===== config.mk =====
export PLATFORM = sky130hd
export DESIGN_NAME = fetch_unit
export DESIGN_NICKNAME = d
export VERILOG_FILES = /design/src/rtl/fetch_unit.sv
export SDC_FILE = /design/constraint.sdc
export NUM_CORES = 1
export LEC_CHECK = 0
export CELL_PAD_IN_SITES_DETAIL_PLACEMENT = 1
export CELL_PAD_IN_SITES_GLOBAL_PLACEMENT = 2
export CORE_MARGIN = 3
export CORE_UTILIZATION = 45
export CTS_CLUSTER_SIZE = 30
export DETAILED_ROUTE_END_ITERATION = 7
export HOLD_SLACK_MARGIN = 0.08
export PLACE_DENSITY_LB_ADDON = 0.1
export SLEW_MARGIN = 20
export SYNTH_ARGS = -nofsm -noshare
export SYNTH_HDL_FRONTEND = slang
export SYNTH_SLANG_ARGS = --single-unit
export TNS_END_PERCENT = 50

===== constraint.sdc =====
create_clock -name clk -period 11.1 [get_ports clk]
set_clock_uncertainty 0.1 [all_clocks]
set_input_delay 1.665 -clock clk [delete_from_list [all_inputs] [get_ports clk]]
set_output_delay 1.665 -clock clk [all_outputs]
set_load 0.01 [all_outputs]

===== src/rtl/fetch_unit.sv =====
// ---------------------------------------------------------------------------
// fetch_unit
//
// Instruction fetch stage for the sequential RISC-V core. Generates
// sequential word-aligned fetch addresses and issues pipelined requests to
// instruction memory. Returned words are buffered in a small prefetch queue
// and presented to decode with a valid/ready handshake. Handles taken
// branch/jump redirects, and stops fetching once the all-zero program-end
// word is enqueued.
//
// Parameters
//   DEPTH     prefetch queue entries (power of two, 2..16). This is also the
//             cap on buffered plus outstanding words.
//   RESET_PC  first fetch address after reset.
//
// Ports
//   clk             rising-edge clock
//   reset           synchronous, active-low reset (0 = reset)
//   imem_req_valid  fetch request to instruction memory
//   imem_req_addr   word-aligned byte address of the request
//   imem_req_ready  memory accepts the request this cycle
//   imem_rsp_valid  returned word (in order, >= 1 cycle after acceptance)
//   imem_rsp_data   returned instruction word
//   instr_valid     head of the prefetch queue is valid
//   instr           head instruction (holds its last value while invalid)
//   instr_pc        address of the head instruction
//   instr_ready     decode consumes the head this cycle
//   redirect_valid  taken branch/jump, one-cycle pulse
//   redirect_pc     redirect target, bits [1:0] ignored
//   halted          the all-zero word has been consumed by decode
//
// Optional feature macro: FETCH_STATS_EN
//   When defined, adds saturating 32-bit counters on three extra outputs:
//   stat_fetched (accepted requests), stat_dropped (responses not enqueued)
//   and stat_stall (cycles with instr_valid=0 while not halted).
// ---------------------------------------------------------------------------
module fetch_unit #(
  parameter int unsigned DEPTH    = 4,
  parameter logic [31:0] RESET_PC = 32'h0000_0000
) (
  input  logic        clk,
  input  logic        reset,
  output logic        imem_req_valid,
  output logic [31:0] imem_req_addr,
  input  logic        imem_req_ready,
  input  logic        imem_rsp_valid,
  input  logic [31:0] imem_rsp_data,
  output logic        instr_valid,
  output logic [31:0] instr,
  output logic [31:0] instr_pc,
  input  logic        instr_ready,
  input  logic        redirect_valid,
  input  logic [31:0] redirect_pc,
  output logic        halted
`ifdef FETCH_STATS_EN
  ,
  output logic [31:0] stat_fetched,
  output logic [31:0] stat_dropped,
  output logic [31:0] stat_stall
`endif
);

  localparam int unsigned AW = $clog2(DEPTH);
  localparam int unsigned CW = AW + 1;
  localparam logic [CW:0] DEPTH_W = DEPTH[CW:0];

  // -------------------------------------------------------------------------
  // State
  // -------------------------------------------------------------------------
  logic [31:0]   pc_q,        pc_d;
  logic          run_q;
  logic [CW-1:0] count_q,     count_d;
  logic [AW-1:0] rd_ptr_q,    rd_ptr_d;
  logic [AW-1:0] wr_ptr_q,    wr_ptr_d;
  logic [CW-1:0] outst_q,     outst_d;
  logic [CW-1:0] drop_q,      drop_d;
  logic [AW-1:0] infl_rd_q,   infl_rd_d;
  logic [AW-1:0] infl_wr_q,   infl_wr_d;
  logic          stop_q,      stop_d;
  logic          halted_q,    halted_d;
  logic          iv_q,        iv_d;
  logic [31:0]   instr_q,     instr_d;
  logic [31:0]   instr_pc_q,  instr_pc_d;

  // Prefetch queue storage and the in-flight request address FIFO.
  logic [31:0]   q_data_q  [DEPTH];
  logic [31:0]   q_pc_q    [DEPTH];
  logic [31:0]   infl_pc_q [DEPTH];

  // -------------------------------------------------------------------------
  // Handshake decode
  // -------------------------------------------------------------------------
  logic [CW:0] credit_used;
  logic        accept;
  logic        push;
  logic        pop;
  logic        rsp_lost;
  logic [31:0] rsp_pc;

  // Every buffered word and every outstanding request holds a credit, so a
  // returning response always has a queue slot waiting for it.
  assign credit_used = {1'b0, count_q} + {1'b0, outst_q};

  // The redirect and reset gating is combinational so that no request can be
  // accepted in a redirect cycle or while reset is held low.
  assign imem_req_valid = reset & run_q & ~halted_q & ~stop_q & ~redirect_valid
                        & (credit_used < DEPTH_W);
  assign imem_req_addr  = pc_q;

  assign accept   = imem_req_valid & imem_req_ready;
  assign push     = imem_rsp_valid & (drop_q == '0) & ~stop_q & ~redirect_valid;
  assign pop      = iv_q & instr_ready & ~redirect_valid;
  assign rsp_lost = imem_rsp_valid & ~push;
  assign rsp_pc   = infl_pc_q[infl_rd_q];

  assign instr_valid = iv_q;
  assign instr       = instr_q;
  assign instr_pc    = instr_pc_q;
  assign halted      = halted_q;

  // Low target bits are forced to zero and never looked at.
  logic unused_ok;
  assign unused_ok = &{1'b0, redirect_pc[1:0]};

  // -------------------------------------------------------------------------
  // Next-state logic
  // -------------------------------------------------------------------------
  always_comb begin
    pc_d       = pc_q;
    count_d    = count_q;
    rd_ptr_d   = rd_ptr_q;
    wr_ptr_d   = wr_ptr_q + AW'(push);
    outst_d    = outst_q + CW'(accept) - CW'(imem_rsp_valid);
    drop_d     = drop_q;
    infl_wr_d  = infl_wr_q + AW'(accept);
    infl_rd_d  = infl_rd_q + AW'(imem_rsp_valid);
    stop_d     = stop_q;
    halted_d   = halted_q;
    iv_d       = iv_q;
    instr_d    = instr_q;
    instr_pc_d = instr_pc_q;

    if (redirect_valid) begin
      // Everything still in flight belongs to the abandoned path, including
      // requests whose responses have not yet come back.
      pc_d     = {redirect_pc[31:2], 2'b00};
      count_d  = '0;
      rd_ptr_d = wr_ptr_q;
      drop_d   = outst_d;
      stop_d   = 1'b0;
      halted_d = 1'b0;
      iv_d     = 1'b0;
    end else begin
      if (accept) begin
        pc_d = pc_q + 32'd4;
      end
      if (imem_rsp_valid && (drop_q != '0)) begin
        drop_d = drop_q - CW'(1);
      end
      if (push && (imem_rsp_data == 32'd0)) begin
        stop_d = 1'b1;
      end
      if (pop && (instr_q == 32'd0)) begin
        halted_d = 1'b1;
      end

      count_d  = count_q + CW'(push) - CW'(pop);
      rd_ptr_d = rd_ptr_q + AW'(pop);
      iv_d     = (count_d != '0);

      // The head output registers track the next head entry. When the queue
      // drains to empty before this cycle's push, the arriving word becomes
      // the head directly; when it drains completely, the last head is held.
      if (count_d != '0) begin
        if (count_q == CW'(pop)) begin
          instr_d    = imem_rsp_data;
          instr_pc_d = rsp_pc;
        end else begin
          instr_d    = q_data_q[rd_ptr_d];
          instr_pc_d = q_pc_q[rd_ptr_d];
        end
      end
    end
  end

  // -------------------------------------------------------------------------
  // Control registers
  // -------------------------------------------------------------------------
  always_ff @(posedge clk) begin
    if (!reset) begin
      pc_q       <= RESET_PC;
      run_q      <= 1'b0;
      count_q    <= '0;
      rd_ptr_q   <= '0;
      wr_ptr_q   <= '0;
      outst_q    <= '0;
      drop_q     <= '0;
      infl_rd_q  <= '0;
      infl_wr_q  <= '0;
      stop_q     <= 1'b0;
      halted_q   <= 1'b0;
      iv_q       <= 1'b0;
      instr_q    <= 32'd0;
      instr_pc_q <= 32'd0;
    end else begin
      pc_q       <= pc_d;
      run_q      <= 1'b1;
      count_q    <= count_d;
      rd_ptr_q   <= rd_ptr_d;
      wr_ptr_q   <= wr_ptr_d;
      outst_q    <= outst_d;
      drop_q     <= drop_d;
      infl_rd_q  <= infl_rd_d;
      infl_wr_q  <= infl_wr_d;
      stop_q     <= stop_d;
      halted_q   <= halted_d;
      iv_q       <= iv_d;
      instr_q    <= instr_d;
      instr_pc_q <= instr_pc_d;
    end
  end

  // -------------------------------------------------------------------------
  // Storage arrays (no reset needed: pointers define what is live)
  // -------------------------------------------------------------------------
  always_ff @(posedge clk) begin
    if (push) begin
      q_data_q[wr_ptr_q] <= imem_rsp_data;
      q_pc_q[wr_ptr_q]   <= rsp_pc;
    end
    if (accept) begin
      infl_pc_q[infl_wr_q] <= pc_q;
    end
  end

`ifdef FETCH_STATS_EN
  // -------------------------------------------------------------------------
  // Saturating statistics counters
  // -------------------------------------------------------------------------
  logic [31:0] fetched_q;
  logic [31:0] dropped_q;
  logic [31:0] stall_q;

  always_ff @(posedge clk) begin
    if (!reset) begin
      fetched_q <= 32'd0;
      dropped_q <= 32'd0;
      stall_q   <= 32'd0;
    end else begin
      if (accept && (fetched_q != 32'hFFFF_FFFF)) begin
        fetched_q <= fetched_q + 32'd1;
      end
      if (rsp_lost && (dropped_q != 32'hFFFF_FFFF)) begin
        dropped_q <= dropped_q + 32'd1;
      end
      if (!iv_q && !halted_q && (stall_q != 32'hFFFF_FFFF)) begin
        stall_q <= stall_q + 32'd1;
      end
    end
  end

  assign stat_fetched = fetched_q;
  assign stat_dropped = dropped_q;
  assign stat_stall   = stall_q;
`else
  logic unused_stats;
  assign unused_stats = &{1'b0, rsp_lost};
`endif

endmodule


==> flow_metrics.py, run 1 <==
metrics = {
    "sta": {
        "finalMaxSlewViolations": 0,
        "worst_max_slew_pin_slew_ns": 1.052,
        "layout_min_cycle_time_ns": 6.709,
        "post-route-period-util_pct": 60.44,
        "finalHoldViolations": 0,
        "postLayoutSetupSlackWorst_ns": 4.391,
        "maxSlewHeadroom_pct": 29.89,
        "clock.fmax_ghz": 0.1491,
        "setup-tns-final_ns": 0,
        "fin_worst_hold_slack_ns": 0.4183,
        "report.final.setup_viol": 0,
        "grt_setup_unrepaired": "false",
    },
    "layout": {
        "multi_input_area_sq_um": 5255,
        "nNetsFinal": 1446,
        "final_design_area_no_fill_sq_um": 22660,
        "sequential_cell_area_sq_um": 13320,
        "stdcell_count": 1934,
        "antenna_cells_inserted": 0,
        "fin_util_pct": 55.12,
        "area_growth_syn_to_layout_pct": 20.28,
        "final_layout_size_suffix_gt1_share_pct": 14.98,
        "num-fill-cells": 3872,
    },
    "logic_synthesis": {
        "yosysSeqAreaShare_pct": 70.66,
        "synth.avg_cell_area_sq_um": 15.71,
        "ys.warnings.count": 0,
        "netlist.area_leader.share_pct": 58.65,
        "number_of_flops_mapped_to_enable_cells_by_yosys": 368,
        "synth_seq_cells": 481,
        "dominant_cell_type_by_area_after_synthesis": "edfxtp_1",
        "synth_top_flop_cell": "edfxtp_1",
        "postSynthCellCount": 1199,
        "syn-cell-area_sq_um": 18840,
        "synthDistinctLibCells": 63,
        "postSynth.asyncResetShare_pct": 0,
        "netlist_top_cells_area": "edfxtp_1 (59%), dfxtp_1 (12%), mux4_2 (11%), nand2_1 (3.2%), a31oi_1 (2.2%)",
    },
    "hold_path": {
        "path_class_of_the_lowest_slack_min_delay_path": "reg2reg",
        "hold_path_end": "stop_q",
        "worst_hold_path.num_cells": 2,
        "worstHoldStart": "stop_q",
    },
    "setup_path": {
        "critical_path_peak_fanout": 36,
        "end_kind": "output pin",
        "rr_worst_depth": 13,
        "r2r_setup_slack_ns": 6.72,
        "timing_worst_setup_path_type": "in2out",
        "timing.critical_path.arrival_ns": 4.94,
        "crit_required_ns": 9.34,
        "critical_path.startpoint_type": "input port",
        "critical_path.reg2reg.endpoint": "instr_pc[13]",
        "worst_r2r_src": "drop_q[0]",
    },
    "route": {
        "dr_wl_met3_microns": 1993,
        "met1Wirelength_microns": 20800,
        "total_drc_errors_in_the_routed_layout": 0,
        "drt-wirelength-per-cell_microns": 23.95,
        "first_iter_violations": 639,
        "route.top_layer_used": "met4",
        "first_pass_iteration_count_of_the_detailed_router": 4,
        "ant_nets": 0,
        "detail_route.wirelength_microns": 46320,
        "avgViaCountPerCell": 5.751,
        "route.vias.total": 11122,
        "wl_met2_microns": 22750,
    },
    "clock_network": {
        "cts_resized": 0,
        "cts.sink_count": 481,
        "worst_setup_hold_path_clk_slew_ns": 0.06,
        "cts_post_setup_buffers_inserted": 0,
        "clk_path_buf_depth": 3,
        "cts-htree-levels": 2,
        "cts-hold-fix-buffers": 0,
        "clockRootBuffer": "clkbuf_16",
        "numCtsBuffers": 51,
        "cts_tree": "built",
        "worstSkewPairLatency_ns": 0.58,
    },
    "die": {
        "initial_utilization_pct": 45.83,
        "dieArea_sq_um": 44360,
        "io-pin-count": 169,
        "core.rowCount": 74,
        "coreArea_sq_um": 41110,
        "chipHeight_microns": 210.6,
        "die_w_microns": 210.6,
    },
    "flow_run": {
        "max_cap_violations": 0,
    },
    "power_and_ir_drop": {
        "pwr_density_cell_nw_per_um2": 187.1,
        "peakVddDrop_v": 0.0001458,
        "power.static_leakage_nw": 7.391,
        "report.power.total_mw": 4.240,
    },
    "grt": {
        "pin_count_of_the_biggest_net_entering_global_routing": 97,
        "grt_pass1_vias": 11952,
        "grt_util_all_layers_pct": 21.25,
        "wire_length_of_the_first_global_routing_pass_microns": 72190,
        "grt_antenna_before_repair": 0,
        "globalRoute.totalOverflow": 0,
    },
    "placed_design": {
        "post-dp-hpwl_microns": 27820,
        "placed_cells_incl_taps": 1840,
        "detailed_place.area_sq_um": 21040,
        "io_buffers": 162,
        "gp_congestion": 0.8434,
        "dp_worst_setup_slack_ns": 4.448,
    },
    "run_status": {
        "outcome": "finished clean",
    },
}
cell usage after synthesis (all sizes together) (5+ instances only):
cell	number
a21oi	19
a31oi	67
and2	12
and3	13
buf	23
clkbuf	49
dfxtp	113
edfxtp	368
ha	13
inv	15
mux4	92
nand2	160
nand3	17
nand4	13
nor2	25
nor3	13
nor4	28
o21ai	74
o311ai	5
xnor2	9
critical path, cell delays in order:
cell             delay [ns]
clkdlybuf4s50_1        0.39
buf_4                  0.26
nor2b_1                0.79
nand2b_1               0.71
nor4_1                 0.48
clkdlybuf4s50_1        0.61
layout make-up:
class | count | area share [%]
Tap cell | 532 | 2.937
Multi-Input combinational cell | 632 | 23.19
Sequential cell | 481 | 58.76
Timing Repair Buffer | 178 | 7.664
Clock inverter | 22 | 0.8227
Inverter | 17 | 0.2816
Clock buffer | 72 | 6.344
cell usage in the layout, fill, tap and decap left out, types with 4 or more instances in the layout:
| master | n |
|---|---|
| edfxtp_1 | 368 |
| clkdlybuf4s50_1 | 161 |
| nand2_1 | 159 |
| dfxtp_1 | 111 |
| mux4_2 | 92 |
| o21ai_0 | 73 |
| a31oi_1 | 67 |
| clkbuf_16 | 53 |
| nor2_1 | 23 |
| nor4_1 | 23 |
| nand3_1 | 17 |
| a21oi_1 | 17 |
| buf_4 | 16 |
| inv_1 | 15 |
| clkbuf_1 | 15 |
| nand4_1 | 13 |
| ha_1 | 12 |
| and3_1 | 11 |
| and2_1 | 11 |
| nor3_1 | 10 |
| clkinv_2 | 10 |
| xnor2_1 | 9 |
| clkinv_1 | 8 |
| or3_1 | 4 |
| o211ai_1 | 4 |
| o311ai_0 | 4 |
| a211oi_1 | 4 |
| nand3b_1 | 4 |
| nor4_2 | 4 |
| conb_1 | 4 |
| clkbuf_8 | 4 |
worst max path at each step:
stage / cells after the start / slack (ns) / startpoint / end
3_5_place_dp: 6 / 4.45 / redirect_valid / imem_req_valid
5_1_grt: 6 / 4.24 / redirect_valid / imem_req_valid
6_report: 6 / 4.39 / redirect_valid / imem_req_valid
2_1_floorplan: 3 / 3.62 / redirect_valid / q_data_q[1][0]
4_1_cts: 6 / 4.41 / redirect_valid / imem_req_valid
3_3_place_gp: 6 / 4.43 / redirect_valid / imem_req_valid
logic make-up (layout without fill, tap and decap cells):
group	after synthesis	in the layout	synth area share, %
DFF	481	481	70.66
other	1	4	0.01990
adders and majority gates	15	15	1.076
muxes	98	98	11.34
buffers and inverters	89	289	1.959
and+or+nand+nor	306	306	8.016
xor gates and xnor gates	13	13	0.6043
AOI/OAI and AO/OA	196	196	6.329
report_power, final:
group | internal [mW] | switching, mW | total, mW
clock network | 0.970 | 0.676 | 1.65
registers | 2.04 | 0.0691 | 2.11
logic | 0.224 | 0.265 | 0.489
total | 3.23 | 1.01 | 4.24
state kept, by name, summed over array words and instances (netlist names):
| register | flops |
|---|---|
| infl_pc_q | 120 |
| outst_q | 3 |
| imem_req_addr | 30 |
| wr_ptr_q | 2 |
| count_q | 3 |
| instr_pc | 30 |
| run_q | 1 |
| q_data_q | 128 |
| infl_rd_q | 2 |
| stop_q | 1 |
| halted | 1 |
| q_pc_q | 120 |
| drop_q | 3 |
| instr_valid | 1 |
| instr | 32 |
| infl_wr_q | 2 |
| rd_ptr_q | 2 |
layer usage:
metal	global-route usage (%)	up-vias
met2	35.54	279
met3	3.461	57
met5	0	-
li1	-	5045
met1	29.71	5741
met4	4.896	0
(Power assumes the default switching activity.)
==> run 2, diff against run 1 <==
Settings changed: CORE_UTILIZATION 45 to 42.
Clock period 11.1 ns to 6.6 ns, I/O delays scaled along.
==> flow_metrics.py, run 2 (synthesis gave the netlist of run 1 again) <==
metrics = {
    "run_status": {
        "outcome": "finished clean",
    },
    "placed_design": {
        "dp_worst_setup_slack_ns": 1.677,
        "io_buffers": 162,
        "placed_cells_incl_taps": 1903,
        "gp_congestion": 0.7558,
        "detailed_place.area_sq_um": 21210,
        "post-dp-hpwl_microns": 28150,
    },
    "grt": {
        "grt_util_all_layers_pct": 19.90,
        "grt_antenna_before_repair": 0,
        "wire_length_of_the_first_global_routing_pass_microns": 72060,
        "grt_pass1_vias": 11782,
        "globalRoute.totalOverflow": 0,
        "pin_count_of_the_biggest_net_entering_global_routing": 83,
    },
    "route": {
        "dr_wl_met3_microns": 2087,
        "route.top_layer_used": "met4",
        "met1Wirelength_microns": 21220,
        "first_iter_violations": 680,
        "first_pass_iteration_count_of_the_detailed_router": 5,
        "wl_met2_microns": 22620,
        "avgViaCountPerCell": 5.570,
        "ant_nets": 0,
        "drt-wirelength-per-cell_microns": 23.40,
        "total_drc_errors_in_the_routed_layout": 0,
        "detail_route.wirelength_microns": 46750,
        "route.vias.total": 11129,
    },
    "layout": {
        "leading_cell_type_in_the_layout_fill_and_taps_excluded": "edfxtp_1",
        "mostFrequentLayoutCells": "edfxtp_1 (368), clkdlybuf4s50_1 (161), nand2_1 (159)",
        "nNetsFinal": 1456,
        "final_design_area_no_fill_sq_um": 22790,
        "antenna_cells_inserted": 0,
        "largest_reg_flops": 128,
        "final_layout_size_suffix_gt1_share_pct": 14.79,
        "num-fill-cells": 4186,
        "stdcell_count": 1998,
        "area_growth_syn_to_layout_pct": 20.97,
        "regs_by_ff_count": "q_data_q: 128 flops, infl_pc_q: 120 flops, q_pc_q: 120 flops",
        "top_register": "q_data_q",
    },
    "clock_network": {
        "cts_post_setup_buffers_inserted": 0,
        "worst_setup_hold_path_clk_slew_ns": 0.06,
        "worstSkewPairLatency_ns": 0.57,
        "cts.sink_count": 481,
        "cts_tree": "built",
        "clk_path_buf_depth": 3,
        "cts-htree-levels": 2,
        "cts-hold-fix-buffers": 0,
        "clockRootBuffer": "clkbuf_16",
        "cts_resized": 0,
        "numCtsBuffers": 51,
    },
    "die": {
        "core.rowCount": 76,
        "die_w_microns": 217.8,
        "initial_utilization_pct": 43.17,
        "chipHeight_microns": 217.8,
        "io-pin-count": 169,
        "dieArea_sq_um": 47440,
        "coreArea_sq_um": 43650,
    },
    "sta": {
        "setup-tns-final_ns": 0,
        "finalMaxSlewViolations": 0,
        "postLayoutSetupSlackWorst_ns": 2.230,
        "grt_setup_unrepaired": "false",
        "finalHoldViolations": 0,
        "worst_max_slew_pin_slew_ns": 1.002,
        "layout_min_cycle_time_ns": 4.370,
        "post-route-period-util_pct": 66.21,
        "clock.fmax_ghz": 0.2289,
        "maxSlewHeadroom_pct": 33.20,
        "report.final.setup_viol": 0,
    },
    "setup_path": {
        "timing_worst_setup_path_type": "in2out",
        "worst_r2r_src": "count_q[2]",
        "r2r_setup_slack_ns": 2.40,
        "rr_worst_depth": 7,
        "end_kind": "output pin",
        "endpoint": "imem_req_valid",
        "critical_path.reg2reg.endpoint": "infl_pc_q[3][11]",
        "crit_required_ns": 5.51,
        "timing.critical_path.arrival_ns": 3.28,
        "critical_path.startpoint_type": "input port",
        "critical_path_peak_fanout": 17,
        "critical_path.startpoint": "redirect_valid",
    },
    "power_and_ir_drop": {
        "pwr_density_cell_nw_per_um2": 310.6,
        "peakVddDrop_v": 0.0001664,
        "power.static_leakage_nw": 7.416,
    },
    "flow_run": {
        "max_cap_violations": 0,
    },
    "hold_path": {
        "path_class_of_the_lowest_slack_min_delay_path": "reg2reg",
    },
}
## run 2: worst min path at each step
stage	cells after the start	start	slack (ns)	endpoint
after floorplan	2	stop_q	0.36	stop_q
after global placement	2	stop_q	0.39	stop_q
after detailed placement	2	stop_q	0.41	stop_q
after CTS	2	stop_q	0.43	stop_q
after global routing	2	stop_q	0.49	stop_q
final	2	stop_q	0.43	stop_q
## run 2: critical path, cell delays in order
cell and delay [ns]:
clkdlybuf4s50_1 0.70, nor2b_1 0.28, nand2b_1 0.07, buf_4 0.21, nor4_1 0.39, clkdlybuf4s50_1 0.63
## run 2: routing by layer
| layer | track usage [%] | vias to the layer above |
|---|---|---|
| li1 | - | 5059 |
| met1 | 27.68 | 5737 |
| met2 | 33.11 | 282 |
| met3 | 2.912 | 51 |
| met4 | 5.349 | 0 |
| met5 | 0 | - |
## run 2: final cells by class
| cell class | instances | area (sq um) | share of cell area (%) |
|---|---|---|---|
| well taps | 585 | 732.0 | 3.211 |
| repair buffers | 188 | 1837 | 8.059 |
| clock inverters | 12 | 105.1 | 0.4611 |
| flip-flops and latches | 481 | 13320 | 58.42 |
| clock buffers | 83 | 1479 | 6.489 |
| inverters | 17 | 63.81 | 0.2800 |
| multi-input cells | 632 | 5260 | 23.08 |
## run 2: power by group
group          internal (mW)  switching (mW)  leakage (nW)  total, mW
combinational          0.381           0.442          2.39      0.823
sequential              3.43           0.121          4.27       3.55
clock                   1.60            1.11         0.762       2.71
total                   5.41            1.67          7.42       7.08
## run 2: stage by stage
| step | hold WS, ns | utilization (%) | total power [mW] |
|---|---|---|---|
| global route | 0.4881 | 52.22 | 7.385 |
| detailed placement | 0.4053 | 48.59 | 4.446 |
| CTS | 0.4252 | 52.22 | 7.171 |
| global placement | 0.3922 | 48.59 | 4.429 |
| floorplan | 0.3581 | - | 4.039 |
| finish | 0.4308 | 52.22 | 7.080 |
==> run 3, diff against run 2 <==
Settings changed: CORE_UTILIZATION 42 to 38.
Clock period 6.6 ns to 3.7 ns, I/O delays scaled along.
==> flow_metrics.py, run 3 (synthesis gave the netlist of run 1 again) <==
metrics = {
    "placed_design": {
        "gp_congestion": 0.7284,
        "dp_worst_setup_slack_ns": -0.07241,
        "detailed_place.area_sq_um": 21600,
        "io_buffers": 162,
        "placed_cells_incl_taps": 1997,
        "post-dp-hpwl_microns": 29460,
    },
    "clock_network": {
        "cts.sink_count": 481,
        "numCtsBuffers": 52,
        "worst_setup_hold_path_clk_slew_ns": 0.06,
        "cts_resized": 0,
        "cts_tree": "built",
        "clockRootBuffer": "clkbuf_16",
        "clk_path_buf_depth": 3,
        "cts-htree-levels": 2,
        "cts-hold-fix-buffers": 0,
        "worstSkewPairLatency_ns": 0.58,
        "cts_post_setup_buffers_inserted": 0,
    },
    "layout": {
        "area_growth_syn_to_layout_pct": 23.73,
        "final_design_area_no_fill_sq_um": 23310,
        "fin_util_pct": 48.22,
        "regs_by_ff_count": "q_data_q: 128 flops, infl_pc_q: 120 flops, q_pc_q: 120 flops",
        "top_register": "q_data_q",
        "final_layout_size_suffix_gt1_share_pct": 17.30,
        "largest_reg_flops": 128,
        "stdcell_count": 2096,
        "mostFrequentLayoutCells": "edfxtp_1 (368), clkdlybuf4s50_1 (161), nand2_1 (159)",
        "leading_cell_type_in_the_layout_fill_and_taps_excluded": "edfxtp_1",
        "nNetsFinal": 1480,
    },
    "sta": {
        "finalHoldViolations": 0,
        "grt_setup_unrepaired": "false",
        "clock.fmax_ghz": 0.3023,
        "fin_worst_hold_slack_ns": 0.1572,
        "report.final.setup_viol": 0,
        "post-route-period-util_pct": 89.40,
        "worst_max_slew_pin_slew_ns": 0.8563,
        "setup-tns-final_ns": 0,
        "layout_min_cycle_time_ns": 3.308,
        "finalMaxSlewViolations": 0,
        "maxSlewHeadroom_pct": 42.91,
        "postLayoutSetupSlackWorst_ns": 0.3922,
    },
    "route": {
        "first_iter_violations": 623,
        "total_drc_errors_in_the_routed_layout": 0,
        "first_pass_iteration_count_of_the_detailed_router": 6,
        "route.vias.total": 11162,
        "ant_nets": 0,
        "detail_route.wirelength_microns": 47800,
        "drt-wirelength-per-cell_microns": 22.80,
        "avgViaCountPerCell": 5.325,
    },
    "die": {
        "chipHeight_microns": 228.7,
        "io-pin-count": 169,
        "die_w_microns": 228.7,
        "core.rowCount": 80,
        "coreArea_sq_um": 48350,
        "dieArea_sq_um": 52290,
        "initial_utilization_pct": 38.97,
    },
    "power_and_ir_drop": {
        "power.static_leakage_nw": 7.622,
        "peakVddDrop_v": 0.0003267,
        "pwr_density_cell_nw_per_um2": 556.6,
        "report.power.total_mw": 12.98,
    },
    "setup_path": {
        "rr_worst_depth": 14,
        "worst_r2r_src": "drop_q[0]",
        "timing_worst_setup_path_type": "in2out",
        "critical_path_peak_fanout": 34,
        "worst_path_max_delay_cell": "clkdlybuf4s50_1",
        "end_kind": "output pin",
        "r2r_setup_slack_ns": 0.52,
        "crit_required_ns": 3.04,
        "crit_family": "buffers and inverters",
        "critical_path.reg2reg.endpoint": "instr[28]",
        "critical_path.startpoint_type": "input port",
        "delay_contributed_by_the_slowest_stage_of_the_critical_path_ns": 0.53,
        "timing.critical_path.arrival_ns": 2.65,
        "crit_buf_inv": 4,
        "timing.critical_path.cells": "clkdlybuf4s50_1 > buf_4 > nor2b_1 > nand2b_1 > nor4_1 > buf_4 > clkdlybuf4s50_1",
    },
    "run_status": {
        "outcome": "finished clean",
    },
    "hold_path": {
        "hold_path_end": "run_q",
        "worstHoldStart": "reset",
        "path_class_of_the_lowest_slack_min_delay_path": "in2reg",
        "worst_hold_path.num_cells": 1,
    },
    "grt": {
        "grt_util_all_layers_pct": 18.43,
        "pin_count_of_the_biggest_net_entering_global_routing": 70,
        "grt_pass1_vias": 12084,
        "wire_length_of_the_first_global_routing_pass_microns": 74580,
        "globalRoute.totalOverflow": 0,
        "grt_antenna_before_repair": 0,
    },
    "flow_run": {
        "max_cap_violations": 0,
    },
}
==> run 3: changes by cell type in the layout (fill, tap and decap cells not counted), moves of 3 or more <==
cell and change:
buf_4 +13, clkbuf_1 -13, buf_12 +10, clkbuf_8 +5
clkinv_2 +4, clkinvlp_4 +3, inv_6 +3
==> run 3: metal layers <==
metal / up-vias / routed length (microns) / global-route usage, %
met5: - / 0 / 0
met3: 60 / 1579 / 2.630
met4: 0 / 747 / 4.321
li1: 5117 / - / -
met1: 5779 / 22030 / 25.48
met2: 206 / 23450 / 31.04
==> run 3: where the power goes <==
| group | internal, mW | total [mW] | leakage [nW] | switching [mW] |
|---|---|---|---|---|
| Combinational | 0.738 | 1.54 | 2.52 | 0.803 |
| Clock | 3.03 | 5.11 | 0.829 | 2.08 |
| Sequential | 6.11 | 6.32 | 4.27 | 0.216 |
==> run 3: worst max path at each step <==
| stage | startpoint | end | slack, ns | cells past startpoint |
|---|---|---|---|---|
| finish | redirect_valid | imem_req_valid | 0.39 | 7 |
| CTS | count_q[1] | imem_req_valid | 0.32 | 6 |
| global placement | imem_rsp_valid | instr_pc[12] | 0.01 | 13 |
| global route | count_q[1] | imem_req_valid | 0.26 | 6 |
| floorplan | redirect_valid | q_data_q[2][0] | -0.77 | 5 |
| detailed placement | imem_rsp_valid | instr_pc[3] | -0.07 | 13 |
==> run 3: area by class of cell <==
cell class                 instances  area, sq um
sequential                       481        13320
timing repair buffer             211         2135
clock inverter                    23        209.0
tap                              656        820.8
inverter                          17        63.81
clock buffer                      75         1499
multi-input combinational        632         5266
antenna                            1        2.502
fill                            4701        25040
